==> src/rtl/sc_backgtimer.sv <==
// sc_backgtimer: pacing timer for the background-lane state machine.
// Counts upcount pulses, flags expiry of the current lane period on T0,
// re-arms on the shift strobe, and shortens the period every
// SHIFTS_PER_LEVEL completed shifts until it reaches a floor.
module sc_backgtimer #(
  parameter int COUNT_WIDTH      = 24,
  parameter int PERIOD_INIT      = 1000000,
  parameter int PERIOD_STEP      = 100000,
  parameter int PERIOD_MIN       = 200000,
  parameter int SHIFTS_PER_LEVEL = 16,
  parameter int LEVEL_MAX        = 8
) (
  input  logic       SC_BACKGTIMER_CLOCK_50,
  input  logic       SC_BACKGTIMER_RESET_InHigh,
  input  logic       SC_BACKGTIMER_clear_InLow,
  input  logic       SC_BACKGTIMER_upcount_InLow,
  input  logic [1:0] SC_BACKGTIMER_shiftselection_In,
  output logic       SC_BACKGTIMER_T0_OutLow,
  output logic       SC_BACKGTIMER_T1_OutLow,
  output logic [3:0] SC_BACKGTIMER_level_Out
);

  // shift_cnt only has to reach SHIFTS_PER_LEVEL-1; keep at least one bit
  localparam int SC_W = (SHIFTS_PER_LEVEL > 1) ? $clog2(SHIFTS_PER_LEVEL) : 1;

  localparam logic [COUNT_WIDTH-1:0] P_INIT    = COUNT_WIDTH'(PERIOD_INIT);
  localparam logic [COUNT_WIDTH-1:0] P_STEP    = COUNT_WIDTH'(PERIOD_STEP);
  localparam logic [COUNT_WIDTH-1:0] P_MIN     = COUNT_WIDTH'(PERIOD_MIN);
  localparam logic [COUNT_WIDTH-1:0] CNT_ONE   = COUNT_WIDTH'(1);
  // one extra bit so PERIOD_MIN + PERIOD_STEP can never wrap
  localparam logic [COUNT_WIDTH:0]   P_THRESH  = (COUNT_WIDTH+1)'(PERIOD_MIN) +
                                                 (COUNT_WIDTH+1)'(PERIOD_STEP);
  localparam logic [SC_W-1:0]        SHIFT_LAST = SC_W'(SHIFTS_PER_LEVEL - 1);
  localparam logic [SC_W-1:0]        SC_ONE     = SC_W'(1);
  localparam logic [3:0]             LEVEL_TOP  = 4'(LEVEL_MAX);
  localparam logic [3:0]             LVL_ONE    = 4'd1;

  typedef enum logic [1:0] {
    RUN     = 2'd0,
    EXPIRED = 2'd1,
    RELOAD  = 2'd2
  } state_t;

  state_t                 state;
  logic [COUNT_WIDTH-1:0] count;
  logic [COUNT_WIDTH-1:0] period;
  logic [SC_W-1:0]        shift_cnt;
  logic [3:0]             level;

  logic                   shift_strobe;
  logic [COUNT_WIDTH-1:0] count_inc;
  logic                   at_level_max;

  assign shift_strobe = (SC_BACKGTIMER_shiftselection_In == 2'b10);
  assign count_inc    = count + CNT_ONE;
  assign at_level_max = (level == LEVEL_TOP);

  // Timer FSM: clear beats shift strobe, shift strobe beats upcount
  always_ff @(posedge SC_BACKGTIMER_CLOCK_50 or posedge SC_BACKGTIMER_RESET_InHigh) begin
    if (SC_BACKGTIMER_RESET_InHigh) begin
      state     <= RUN;
      count     <= '0;
      period    <= P_INIT;
      shift_cnt <= '0;
      level     <= '0;
    end else if (!SC_BACKGTIMER_clear_InLow) begin
      state     <= RUN;
      count     <= '0;
      period    <= P_INIT;
      shift_cnt <= '0;
      level     <= '0;
    end else begin
      case (state)
        RUN: begin
          if (shift_strobe) begin
            count <= '0;
          end else if (!SC_BACKGTIMER_upcount_InLow) begin
            count <= count_inc;
            if (count_inc == period) begin
              state <= EXPIRED;
            end
          end
        end
        EXPIRED: begin
          if (shift_strobe) begin
            state <= RELOAD;
          end
        end
        RELOAD: begin
          count <= '0;
          state <= RUN;
          if (shift_cnt == SHIFT_LAST) begin
            shift_cnt <= '0;
            if (!at_level_max) begin
              level <= level + LVL_ONE;
              if ({1'b0, period} >= P_THRESH) begin
                period <= period - P_STEP;
              end else begin
                period <= P_MIN;
              end
            end
          end else begin
            shift_cnt <= shift_cnt + SC_ONE;
          end
        end
        default: begin
          state <= RUN;
        end
      endcase
    end
  end

  assign SC_BACKGTIMER_T0_OutLow = (state != EXPIRED);
  assign SC_BACKGTIMER_T1_OutLow = !at_level_max;
  assign SC_BACKGTIMER_level_Out = level;

endmodule

==> config.mk <==
export PLATFORM = sky130hd
export DESIGN_NAME = sc_backgtimer
export DESIGN_NICKNAME = d
export VERILOG_FILES = /design/src/rtl/sc_backgtimer.sv
export SDC_FILE = /design/constraint.sdc
export NUM_CORES = 1
export LEC_CHECK = 0
export BUFFER_PORTS_ARGS = -buffer_cell sky130_fd_sc_hd__buf_2
export CORE_ASPECT_RATIO = 0.75
export CORE_MARGIN = 1
export CORE_UTILIZATION = 31
export CTS_BUF_LIST = sky130_fd_sc_hd__clkbuf_8
export DETAILED_ROUTE_END_ITERATION = 10
export GPL_TIMING_DRIVEN = 0
export PLACE_DENSITY = 0.52
export SLEW_MARGIN = 20
export SYNTH_ARGS = -nofsm -noshare
export SYNTH_HDL_FRONTEND = slang
export SYNTH_SLANG_ARGS = --single-unit
==> constraint.sdc <==
create_clock -name SC_BACKGTIMER_CLOCK_50 -period 6.6 [get_ports SC_BACKGTIMER_CLOCK_50]
set_clock_uncertainty 0.1 [all_clocks]
set_input_delay 0.33 -clock SC_BACKGTIMER_CLOCK_50 [delete_from_list [all_inputs] [get_ports SC_BACKGTIMER_CLOCK_50]]
set_output_delay 0.33 -clock SC_BACKGTIMER_CLOCK_50 [all_outputs]
set_load 0.05 [all_outputs]
==> summary.txt, run 1 <==
Critical path
  • Startpoint Class: flip-flop
  • Worst path required time: 6750 ps
  • WS Path Type: reg -> reg
  • Crit path capture type: flip-flop
  • CP startpoint: count[0]$_DFFE_PP0P_
  • Cell count of the worst reg-to-reg path: 9
  • Register-to-Register Setup Slack: 3090 ps
  • Worst EP arrival: 3660 ps
  • CP Max Fanout: 8
  • Worst r2r src: count[0]$_DFFE_PP0P_
  • RR Endpoint: state[0]$_DFFE_PP0P_
  • End point of the critical path: state[0]$_DFFE_PP0P_

Yosys
  • Adder-cell share of the synthesized area: 2.09%
  • Mux contribution to synthesized area: 1.15%
  • Cells after synthesis: 423
  • FFs w/ async S/R, synth: 100%
  • EDFF count, synth: 0
  • Seq/Total Area, Yosys: 37.3%
  • Synth Net Count: 435
  • Synthesized area per cell: 8.47 um^2
  • Synth cell types: 59
  • Post-synthesis xor/xnor area fraction: 9.18%
  • Ys Warns: 0
  • Largest family of logic cells by synthesized area: simple AND/OR/NAND/NOR gates
  • #FFs+latches synth: 53
  • Compound-Gate Fraction of Synth Area: 19.2%
  • Simple logic cell fraction of the synthesized area: 26.1%
  • Synthesized area: 0.00358 mm^2
  • Main flop type after synthesis: dfrtp_1

Power and ir drop
  • Max VDD drop: 76.4 uV
  • PwrDens: 159 mW/mm^2
  • Static leakage: 1.60 nW

STA
  • Final TNS setup: 0 ps
  • Post-layout min period: 3510 ps
  • Tightest Pin Transition: 855 ps
  • Slew Viols, Final: 0
  • Slew HR: 42.7%
  • # setup viols final: 0
  • Fmax: 285 MHz
  • Post-route clock period utilization: 53.1%
  • Unrepaired setup endpoints after global routing: false
  • Hold Vio Cnt, Final: 0

Final layout
  • Share of layout cells above drive strength 1: 11.3%
  • Nets@finish: 454
  • Area Growth Syn to Fin: 10.1%
  • Fillers: 1162
  • Most common cell after layout, fill and taps aside: dfrtp_1
  • Commonest non-fill, non-tap cells in the layout: dfrtp_1 (46), nand2_1 (43), nor2_1 (43)
  • N_diodes: 0
  • Final core utilization: 35.5%

CTS
  • Post-cts resize count: 0
  • CTS tree: done
  • CTS Root Cell: clkbuf_8
  • Post-CTS Hold Buffers: 0
  • CTS Buf Count: 5
  • CTS Buffer Depth: 2
  • Clock Pin Slew Worst Setup and Hold Paths: 120 ps
  • CTS Sinks: 53
  • Post-CTS setup buffer count: 0
  • Htree depth: 2
  • Worst skew pair latency: 320 ps

Hold path
  • Min-Delay Path Class: in -> async

Global route
  • Largest net degree at the start of global routing: 54
  • First-pass GRT wire length: 15.3 mm
  • GRT overflow: 0
  • Vias in the first global route: 2887
  • Tot GR Track Use: 16.3%
  • Antenna violations before repair: 0

Drt
  • Drt via density: 5.45
  • Routed wire per std cell: 15.8 um
  • DRC Markers: 0
  • Post-DRT Antenna Nets: 0
  • TritonRoute pass-1 iters: 4
  • Via count: 3180
  • DRT iter0 DRCs: 225
  • WL final: 9.20 mm

Outcome
  • Status: complete, no violations

Floorplan
  • Die X: 126 um
  • Die area: 0.0120 mm^2
  • Row count: 33
  • Top-Level Pins: 12
  • Core Region: 0.0111 mm^2
  • Starting density of the core: 32.3%
  • Die Height: 95.1 um

Place
  • Routability cong.: 0.838
  • Detail Placement HPWL: 6.55 mm
  • PortBufs: 11

Flow run
  • Max Cap Violations: 0
through the flow:
stage / setup slack [ps] / hold WS (ps) / instance area [um^2] / total power, mW / cells
6_report: 3090 / 11.9 / 3950 / 0.626 / 583
3_5_place_dp: 3190 / 399 / 3830 / 0.395 / 575
2_1_floorplan: 3800 / 388 / 3580 / 0.377 / 423
4_1_cts: 3160 / 36.1 / 3950 / 0.634 / 583
3_3_place_gp: 3320 / 426 / 3810 / 0.393 / 574
5_1_grt: 2910 / 64.4 / 3950 / 0.656 / 583
how the worst min path moves through the flow:
stage | start | to | slack, ps | cells after the start
floorplan | count[23]$_DFFE_PP0P_ | count[23]$_DFFE_PP0P_ | 390 | 2
global placement | count[23]$_DFFE_PP0P_ | count[23]$_DFFE_PP0P_ | 430 | 2
detailed placement | SC_BACKGTIMER_RESET_InHigh | state[1]$_DFFE_PP0P_ | 400 | 2
CTS | SC_BACKGTIMER_RESET_InHigh | state[1]$_DFFE_PP0P_ | 40 | 2
global route | SC_BACKGTIMER_RESET_InHigh | state[1]$_DFFE_PP0P_ | 60 | 2
finish | SC_BACKGTIMER_RESET_InHigh | count[8]$_DFFE_PP0P_ | 10 | 2
cell usage after synthesis, types with 2 or more instances:
cell type / n / area share [%]
a211o_1: 2 / 0.49
a21boi_0: 2 / 0.42
a21o_1: 3 / 0.63
a21oi_1: 13 / 1.8
a22o_1: 2 / 0.49
a31oi_1: 10 / 1.7
and3_1: 8 / 1.4
and4_1: 3 / 0.73
buf_2: 4 / 0.56
buf_4: 3 / 0.63
clkbuf_1: 21 / 2.2
dfrtp_1: 46 / 32
dfstp_2: 7 / 5.1
ha_1: 6 / 2.1
inv_1: 10 / 1.0
mux2i_1: 3 / 0.84
nand2_1: 43 / 4.5
nand2b_1: 6 / 1.0
nand3_1: 14 / 2.0
nand3b_1: 3 / 0.63
nand4_1: 9 / 1.6
nor2_1: 43 / 4.5
nor2b_1: 6 / 1.0
nor3_1: 7 / 0.98
nor3b_1: 5 / 1.0
nor4_1: 10 / 1.7
o211ai_1: 7 / 1.5
o21a_1: 4 / 0.84
o21ai_0: 39 / 5.4
o221a_2: 2 / 0.63
o31ai_1: 10 / 2.1
o41ai_1: 2 / 0.49
or2_2: 2 / 0.35
or3_1: 3 / 0.52
or4_1: 8 / 1.7
xnor2_1: 22 / 5.4
xor2_1: 13 / 3.2
final cells by class:
cell class / instances / area [um^2] / share of cell area, %
clock buffer: 5 / 68.8 / 1.74
sequential: 53 / 1340 / 33.8
tap: 140 / 175 / 4.44
buffer: 31 / 141 / 3.58
timing repair buffer: 12 / 62.6 / 1.59
inverter: 10 / 40.0 / 1.01
multi-input combinational: 329 / 2080 / 52.6
clock inverter: 3 / 46.3 / 1.17
registers in the layout (all words and copies together) (netlist names):
name / flops
SC_BACKGTIMER_level_Out: 4
period: 19
state: 2
count: 24
shift_cnt: 4
worst max-delay path: stages (launching register included):
cell and delay [ps]:
dfrtp_1 490, ha_1 330, nand3_1 330, or4_1 570, clkbuf_1 210, nor4_1 370
nor3b_1 250, o31ai_1 150, or4_1 450, a21oi_1 190
cells by family (layout without fill, tap and decap cells):
kind of cell	count (synthesis)	count (layout)
compound gates	106	106
xor+xnor	36	36
fa+ha+maj	6	6
buf+inv	41	61
flops	53	53
mux	4	4
simple gates	177	177
per-layer routing:
metal / wire [um] / part of all wire, % / track usage, %
met3: 426 / 4.6 / 2.81
met4: 60 / 0.65 / 3.51
met5: 0 / 0 / 0
met2: 3700 / 40 / 23.8
met1: 5010 / 54 / 24.6
report_power, final:
group          internal [mW]  switching, mW
Sequential             0.329        0.00517
Combinational         0.0175         0.0361
Clock                  0.114          0.124
(Power assumes the default switching activity.)
==> inputs of run 2 (changes only) <==
--- a/config.mk
+++ b/config.mk
@@ -5,6 +5,7 @@
 export SDC_FILE = /design/constraint.sdc
 export NUM_CORES = 1
 export LEC_CHECK = 0
+export ABC_AREA = 1
 export BUFFER_PORTS_ARGS = -buffer_cell sky130_fd_sc_hd__buf_2
 export CORE_ASPECT_RATIO = 0.75
 export CORE_MARGIN = 1
@@ -12,7 +13,7 @@
 export CTS_BUF_LIST = sky130_fd_sc_hd__clkbuf_8
 export DETAILED_ROUTE_END_ITERATION = 10
 export GPL_TIMING_DRIVEN = 0
-export PLACE_DENSITY = 0.52
+export PLACE_DENSITY = 0.53
 export SLEW_MARGIN = 20
 export SYNTH_ARGS = -nofsm -noshare
 export SYNTH_HDL_FRONTEND = slang
==> constraint.sdc (replaced) <==
create_clock -name SC_BACKGTIMER_CLOCK_50 -period 2.9 [get_ports SC_BACKGTIMER_CLOCK_50]
set_clock_uncertainty 0.1 [all_clocks]
set_input_delay 0.145 -clock SC_BACKGTIMER_CLOCK_50 [delete_from_list [all_inputs] [get_ports SC_BACKGTIMER_CLOCK_50]]
set_output_delay 0.145 -clock SC_BACKGTIMER_CLOCK_50 [all_outputs]
set_load 0.05 [all_outputs]
==> summary.txt, run 2 <==
Outcome
  • Status: complete, no violations

Floorplan
  • Row count: 34
  • Die area: 0.0123 mm^2
  • Die X: 128 um
  • Core Region: 0.0116 mm^2
  • Top-Level Pins: 12
  • Starting density of the core: 31.8%
  • Die Height: 96.3 um

Drt
  • Post-DRT Antenna Nets: 0
  • Drt via density: 4.89
  • WL final: 10.3 mm
  • Routed wire per std cell: 14.7 um
  • DRT iter0 DRCs: 206
  • DRC Markers: 0
  • TritonRoute pass-1 iters: 5
  • Via count: 3445

Critical path
  • CP cell instances: ha_1 -> nand3_2 -> nor2_4 -> nand2_1 -> nand2_1 -> nand2_1 -> nand2_1 -> nand2_1 -> nor2_1 -> nand2_1 -> nor2_1 -> nand3_2 -> o21ai_2
  • WS Path Type: reg -> reg
  • CP startpoint: count[0]$_DFFE_PP0P_
  • Crit path capture type: flip-flop
  • CP max-delay cell: dfrtp_1
  • Startpoint Class: flip-flop
  • Register-to-Register Setup Slack: 430 ps
  • Slowest stage delay, CP: 570 ps
  • CP Max Fanout: 9
  • Worst path required time: 3070 ps
  • Cell count of the worst reg-to-reg path: 13
  • Worst r2r src: count[0]$_DFFE_PP0P_
  • Worst EP arrival: 2630 ps
  • Most used cell, CP: nand2_1
  • RR Endpoint: state[0]$_DFFE_PP0P_

Final layout
  • Biggest regs: count: 24 flops, period: 19 flops
  • Fillers: 1290
  • FF+latch area: 0.00134 mm^2
  • Share of layout cells above drive strength 1: 12.4%
  • Nets@finish: 553
  • Most common cell after layout, fill and taps aside: nand2_1
  • Largest register FFs: 24
  • N_diodes: 0
  • Final core utilization: 35.2%
  • Area occupied by multi-input gates: 0.00204 mm^2
  • Area Growth Syn to Fin: 10.6%
  • Largest Register: count
  • Commonest non-fill, non-tap cells in the layout: nand2_1 (147), inv_1 (68), nand3_1 (53)

Hold path
  • Hold EP: state[1]$_DFFE_PP0P_
  • Min-Delay Path Class: in -> reg
  • Hold_sp: SC_BACKGTIMER_clear_InLow
  • Hold path cells: 3

Yosys
  • FFs w/ async S/R, synth: 100%
  • Largest area contributor in the netlist: dfrtp_1
  • Cells after synthesis: 521
  • Synth area leaders: dfrtp_1 (31%), nand2_1 (15%), nand3_1 (7.2%)
  • Commonest cells in the netlist: nand2_1 (147), inv_1 (69), nand3_1 (53)
  • Post-synth top area share: 31.3%
  • Synthesized area per cell: 7.06 um^2
  • EDFF count, synth: 0
  • Ys Warns: 0
  • Seq/Total Area, Yosys: 36.3%
  • Synth cell types: 40
  • #FFs+latches synth: 53
  • Main flop type after synthesis: dfrtp_1
  • Most common cell in the netlist: nand2_1
  • Synthesized area: 0.00368 mm^2
  • Synth Net Count: 533

STA
  • Slew Viols, Final: 0
  • Final TNS setup: 0 ps
  • Unrepaired setup endpoints after global routing: false
  • Slew HR: 39.2%
  • # setup viols final: 0
  • Fmax: 406 MHz
  • Post-layout min period: 2470 ps
  • Post-route clock period utilization: 85.0%
  • Tightest Pin Transition: 905 ps
  • Worst hold margin: 20.2 ps
  • Hold Vio Cnt, Final: 0

Power and ir drop
  • PwrDens: 391 mW/mm^2
  • Max VDD drop: 201 uV
  • Static leakage: 1.83 nW

CTS
  • CTS Root Cell: clkbuf_8
  • Worst skew pair latency: 330 ps
  • CTS Buffer Depth: 2
  • Htree depth: 2
  • CTS Buf Count: 5
  • Post-CTS setup buffer count: 0
  • CTS Sinks: 53
  • Clock Pin Slew Worst Setup and Hold Paths: 110 ps
  • CTS tree: done

Place
  • PortBufs: 11
  • Routability cong.: 0.848
  • Detail Placement HPWL: 8.10 mm

Flow run
  • Max Cap Violations: 0

Global route
  • First-pass GRT wire length: 17.2 mm
  • Largest net degree at the start of global routing: 51
  • Vias in the first global route: 3305
  • GRT overflow: 0
  • Antenna violations before repair: 0
  • Tot GR Track Use: 18.4%
==> run 2: changes by cell type after synthesis, moves of 17 or more <==
| cell | before | now |
|---|---|---|
| o22ai_1 | 0 | 22 |
| xnor2_1 | 22 | 0 |
| o21ai_0 | 39 | 22 |
| nand3_1 | 14 | 53 |
| inv_1 | 10 | 69 |
| nand2_1 | 43 | 147 |
==> run 2: worst max-delay path, delay by kind of cell, from the launching register on <==
kind | cells | cell delay (ps)
simple gates | 11 | 1330
compound gates | 1 | 120
flops | 1 | 570
fa+ha+maj | 1 | 280
==> run 2: where the power goes <==
part	internal, mW	switching (mW)
clock network	0.175	0.284
logic	0.0941	0.201
registers	0.785	0.0503
total	1.05	0.535
==> run 2: kinds of logic after synthesis <==
logic type	synth area share, %
and+or+nand+nor	37.1
buffers and inverters	8.20
AOI/OAI and AO/OA	11.1
DFF	36.3
xor gates and xnor gates	5.31
adders and majority gates	2.04
==> run 2: timing repair <==
| item | 4_1_cts | 5_1_grt |
|---|---|---|
| hold buffers | 1 | 0 |
| hold endpoints to repair | 46 | 0 |
| resized for setup | 0 | 0 |
==> run 2: stage by stage <==
| stage | setup slack (ps) | power, mW | area, um^2 | std cells |
|---|---|---|---|---|
| after global placement | 440 | 1.13 | 3940 | 694 |
| after CTS | 474 | 1.61 | 4070 | 704 |
| final | 435 | 1.59 | 4070 | 704 |
| after detailed placement | 502 | 1.14 | 3970 | 695 |
| after global routing | 169 | 1.69 | 4070 | 704 |
| after floorplan | 365 | 1.04 | 3680 | 521 |
==> run 2: area by class of cell <==
class,instances,share of cell area (%)
clock inverters,3,0.615
multi-input cells,388,50.2
well taps,162,4.98
flip-flops and latches,53,32.8
plain buffers,6,0.554
clock buffers,5,1.69
repair buffers,13,2.28
inverters,74,6.92
==> run 2: worst max path at each step <==
stage	endpoint	slack, ps	cells after the start
CTS	state[0]$_DFFE_PP0P_	470	13
global placement	count[6]$_DFFE_PP0P_	440	2
finish	state[0]$_DFFE_PP0P_	430	13
global route	state[0]$_DFFE_PP0P_	170	13
floorplan	period[13]$_DFFE_PP0P_	360	9
detailed placement	state[0]$_DFFE_PP0P_	500	13
==> run 2: layer usage <==
layer / global-route usage, % / routed length [um] / up-vias
li1: - / - / 1740
met1: 28.6 / 5720 / 1628
met2: 26.4 / 4120 / 70
met3: 3.28 / 423 / 7
met4: 3.04 / 61 / 0
met5: 0 / 0 / -
==> inputs of run 3 (changes only) <==
--- a/config.mk
+++ b/config.mk
@@ -6,11 +6,12 @@
 export NUM_CORES = 1
 export LEC_CHECK = 0
 export ABC_AREA = 1
-export BUFFER_PORTS_ARGS = -buffer_cell sky130_fd_sc_hd__buf_2
+export BUFFER_PORTS_ARGS = -buffer_cell sky130_fd_sc_hd__clkbuf_2
 export CORE_ASPECT_RATIO = 0.75
 export CORE_MARGIN = 1
 export CORE_UTILIZATION = 31
 export CTS_BUF_LIST = sky130_fd_sc_hd__clkbuf_8
+export CTS_CLUSTER_DIAMETER = 100
 export DETAILED_ROUTE_END_ITERATION = 10
 export GPL_TIMING_DRIVEN = 0
 export PLACE_DENSITY = 0.53
==> summary.txt, run 3 (synthesis gave the netlist of run 2 again) <==
Global route
  • Vias in the first global route: 3278
  • Tot GR Track Use: 18.5%
  • Antenna violations before repair: 0
  • First-pass GRT wire length: 17.3 mm
  • Largest net degree at the start of global routing: 50
  • GRT overflow: 0

STA
  • Slew Viols, Final: 0
  • Hold Vio Cnt, Final: 0
  • Post-route clock period utilization: 85.4%
  • Fmax: 404 MHz
  • # setup viols final: 0
  • Post-layout min period: 2480 ps
  • Unrepaired setup endpoints after global routing: false
  • Final TNS setup: 0 ps
  • Tightest Pin Transition: 980 ps
  • Slew HR: 34.2%

Critical path
  • CP max-delay cell: dfrtp_1
  • CP Max Fanout: 9
  • Slowest stage delay, CP: 570 ps
  • Startpoint Class: flip-flop
  • CP cell instances: ha_1 -> nand3_2 -> nor2_4 -> nand2_1 -> nand2_1 -> nand2_1 -> nand2_1 -> nand2_1 -> nor2_1 -> nand2_1 -> nor2_1 -> nand3_2 -> a21oi_2
  • Cell count of the worst reg-to-reg path: 13
  • Register-to-Register Setup Slack: 420 ps
  • Worst path required time: 3060 ps
  • Most used cell, CP: nand2_1
  • WS Path Type: reg -> reg
  • Worst EP arrival: 2640 ps
  • Worst r2r src: count[0]$_DFFE_PP0P_
  • Crit path capture type: flip-flop
  • RR Endpoint: state[1]$_DFFE_PP0P_

Floorplan
  • Core Region: 0.0116 mm^2
  • Row count: 34
  • Die X: 128 um
  • Die Height: 96.3 um
  • Die area: 0.0123 mm^2
  • Starting density of the core: 31.8%
  • Top-Level Pins: 12

Power and ir drop
  • PwrDens: 392 mW/mm^2
  • Static leakage: 1.83 nW
  • Max VDD drop: 208 uV

Drt
  • TritonRoute pass-1 iters: 5
  • Routed wire per std cell: 14.7 um
  • Via count: 3459
  • Drt via density: 4.91
  • WL final: 10.4 mm
  • DRC Markers: 0
  • Post-DRT Antenna Nets: 0
  • DRT iter0 DRCs: 230

Place
  • Detail Placement HPWL: 8.17 mm
  • Routability cong.: 0.870
  • PortBufs: 11
  • Dpl cells: 695
  • Placed Area: 0.00397 mm^2

Final layout
  • Biggest regs: count: 24 flops, period: 19 flops
  • Nets@finish: 553
  • Share of layout cells above drive strength 1: 12.4%
  • Commonest non-fill, non-tap cells in the layout: nand2_1 (147), inv_1 (68), nand3_1 (53)
  • Largest register FFs: 24
  • N_diodes: 0
  • Most common cell after layout, fill and taps aside: nand2_1
  • Largest Register: count
  • Cell area after layout: 0.00407 mm^2
  • Non-filler instance count after layout: 704
  • Area Growth Syn to Fin: 10.6%

CTS
  • CTS Sinks: 53
  • Htree depth: 2
  • Worst skew pair latency: 330 ps
  • CTS Buffer Depth: 2
  • CTS tree: done
  • CTS Root Cell: clkbuf_8
  • Clock Pin Slew Worst Setup and Hold Paths: 100 ps
  • CTS Buf Count: 5

Hold path
  • Hold EP: state[1]$_DFFE_PP0P_
  • Hold path cells: 3
  • Hold_sp: SC_BACKGTIMER_clear_InLow
  • Min-Delay Path Class: in -> reg

Outcome
  • Status: complete, no violations

Flow run
  • Max Cap Violations: 0
[run 3: worst max path at each step]
stage,slack (ps),end,startpoint
finish,420,state[1]$_DFFE_PP0P_,count[0]$_DFFE_PP0P_
global route,150,state[1]$_DFFE_PP0P_,count[0]$_DFFE_PP0P_
CTS,450,state[1]$_DFFE_PP0P_,count[0]$_DFFE_PP0P_
detailed placement,480,state[1]$_DFFE_PP0P_,count[0]$_DFFE_PP0P_
global placement,470,count[6]$_DFFE_PP0P_,SC_BACKGTIMER_RESET_InHigh
floorplan,360,period[13]$_DFFE_PP0P_,SC_BACKGTIMER_level_Out[0]$_DFFE_PP0P_
[run 3: power breakdown]
| part | total [mW] | switching (mW) | internal (mW) |
|---|---|---|---|
| sequential | 0.835 | 0.0495 | 0.785 |
| clock | 0.465 | 0.290 | 0.175 |
| combinational | 0.294 | 0.200 | 0.0942 |
[run 3: metrics by stage]
stage / setup slack (ps) / total power [mW] / utilization [%] / hold WS [ps]
finish: 424 / 1.59 / 35.2 / 33.4
global route: 153 / 1.69 / 35.2 / 38.3
CTS: 446 / 1.61 / 35.2 / 23.8
detailed placement: 479 / 1.14 / 34.3 / -70.5
global placement: 466 / 1.13 / 34.0 / 368
floorplan: 365 / 1.04 / - / 212
[run 3: repair_timing]
item                                   CTS  global route
hold buffers                             1             0
resized for setup                        0             0
buffers inserted                         0             0
endpoints found under the hold margin   46             0
[run 3: final cells by class]
| cell class | count | area [um^2] |
|---|---|---|
| fill | 1260 | 7500 |
| multi-input combinational | 388 | 2040 |
| sequential | 53 | 1340 |
| inverter | 74 | 282 |
| tap | 162 | 203 |
| timing repair buffer | 13 | 92.6 |
| clock buffer | 5 | 68.8 |
| clock inverter | 3 | 25.0 |
| buffer | 6 | 22.5 |
[run 3: critical path, delay by kind of cell (launching register included)]
kind | cells | cell delay, ps
DFF | 1 | 570
adders and majority gates | 1 | 270
AOI/OAI and AO/OA | 1 | 130
and+or+nand+nor | 11 | 1340
[run 3: routing by layer]
metal,routed length (um),global-route usage [%],vias up
met5,0,0,-
met4,68,3.33,0
met3,385,2.83,7
met2,4220,27.1,63
met1,5710,28.4,1650
li1,-,-,1739
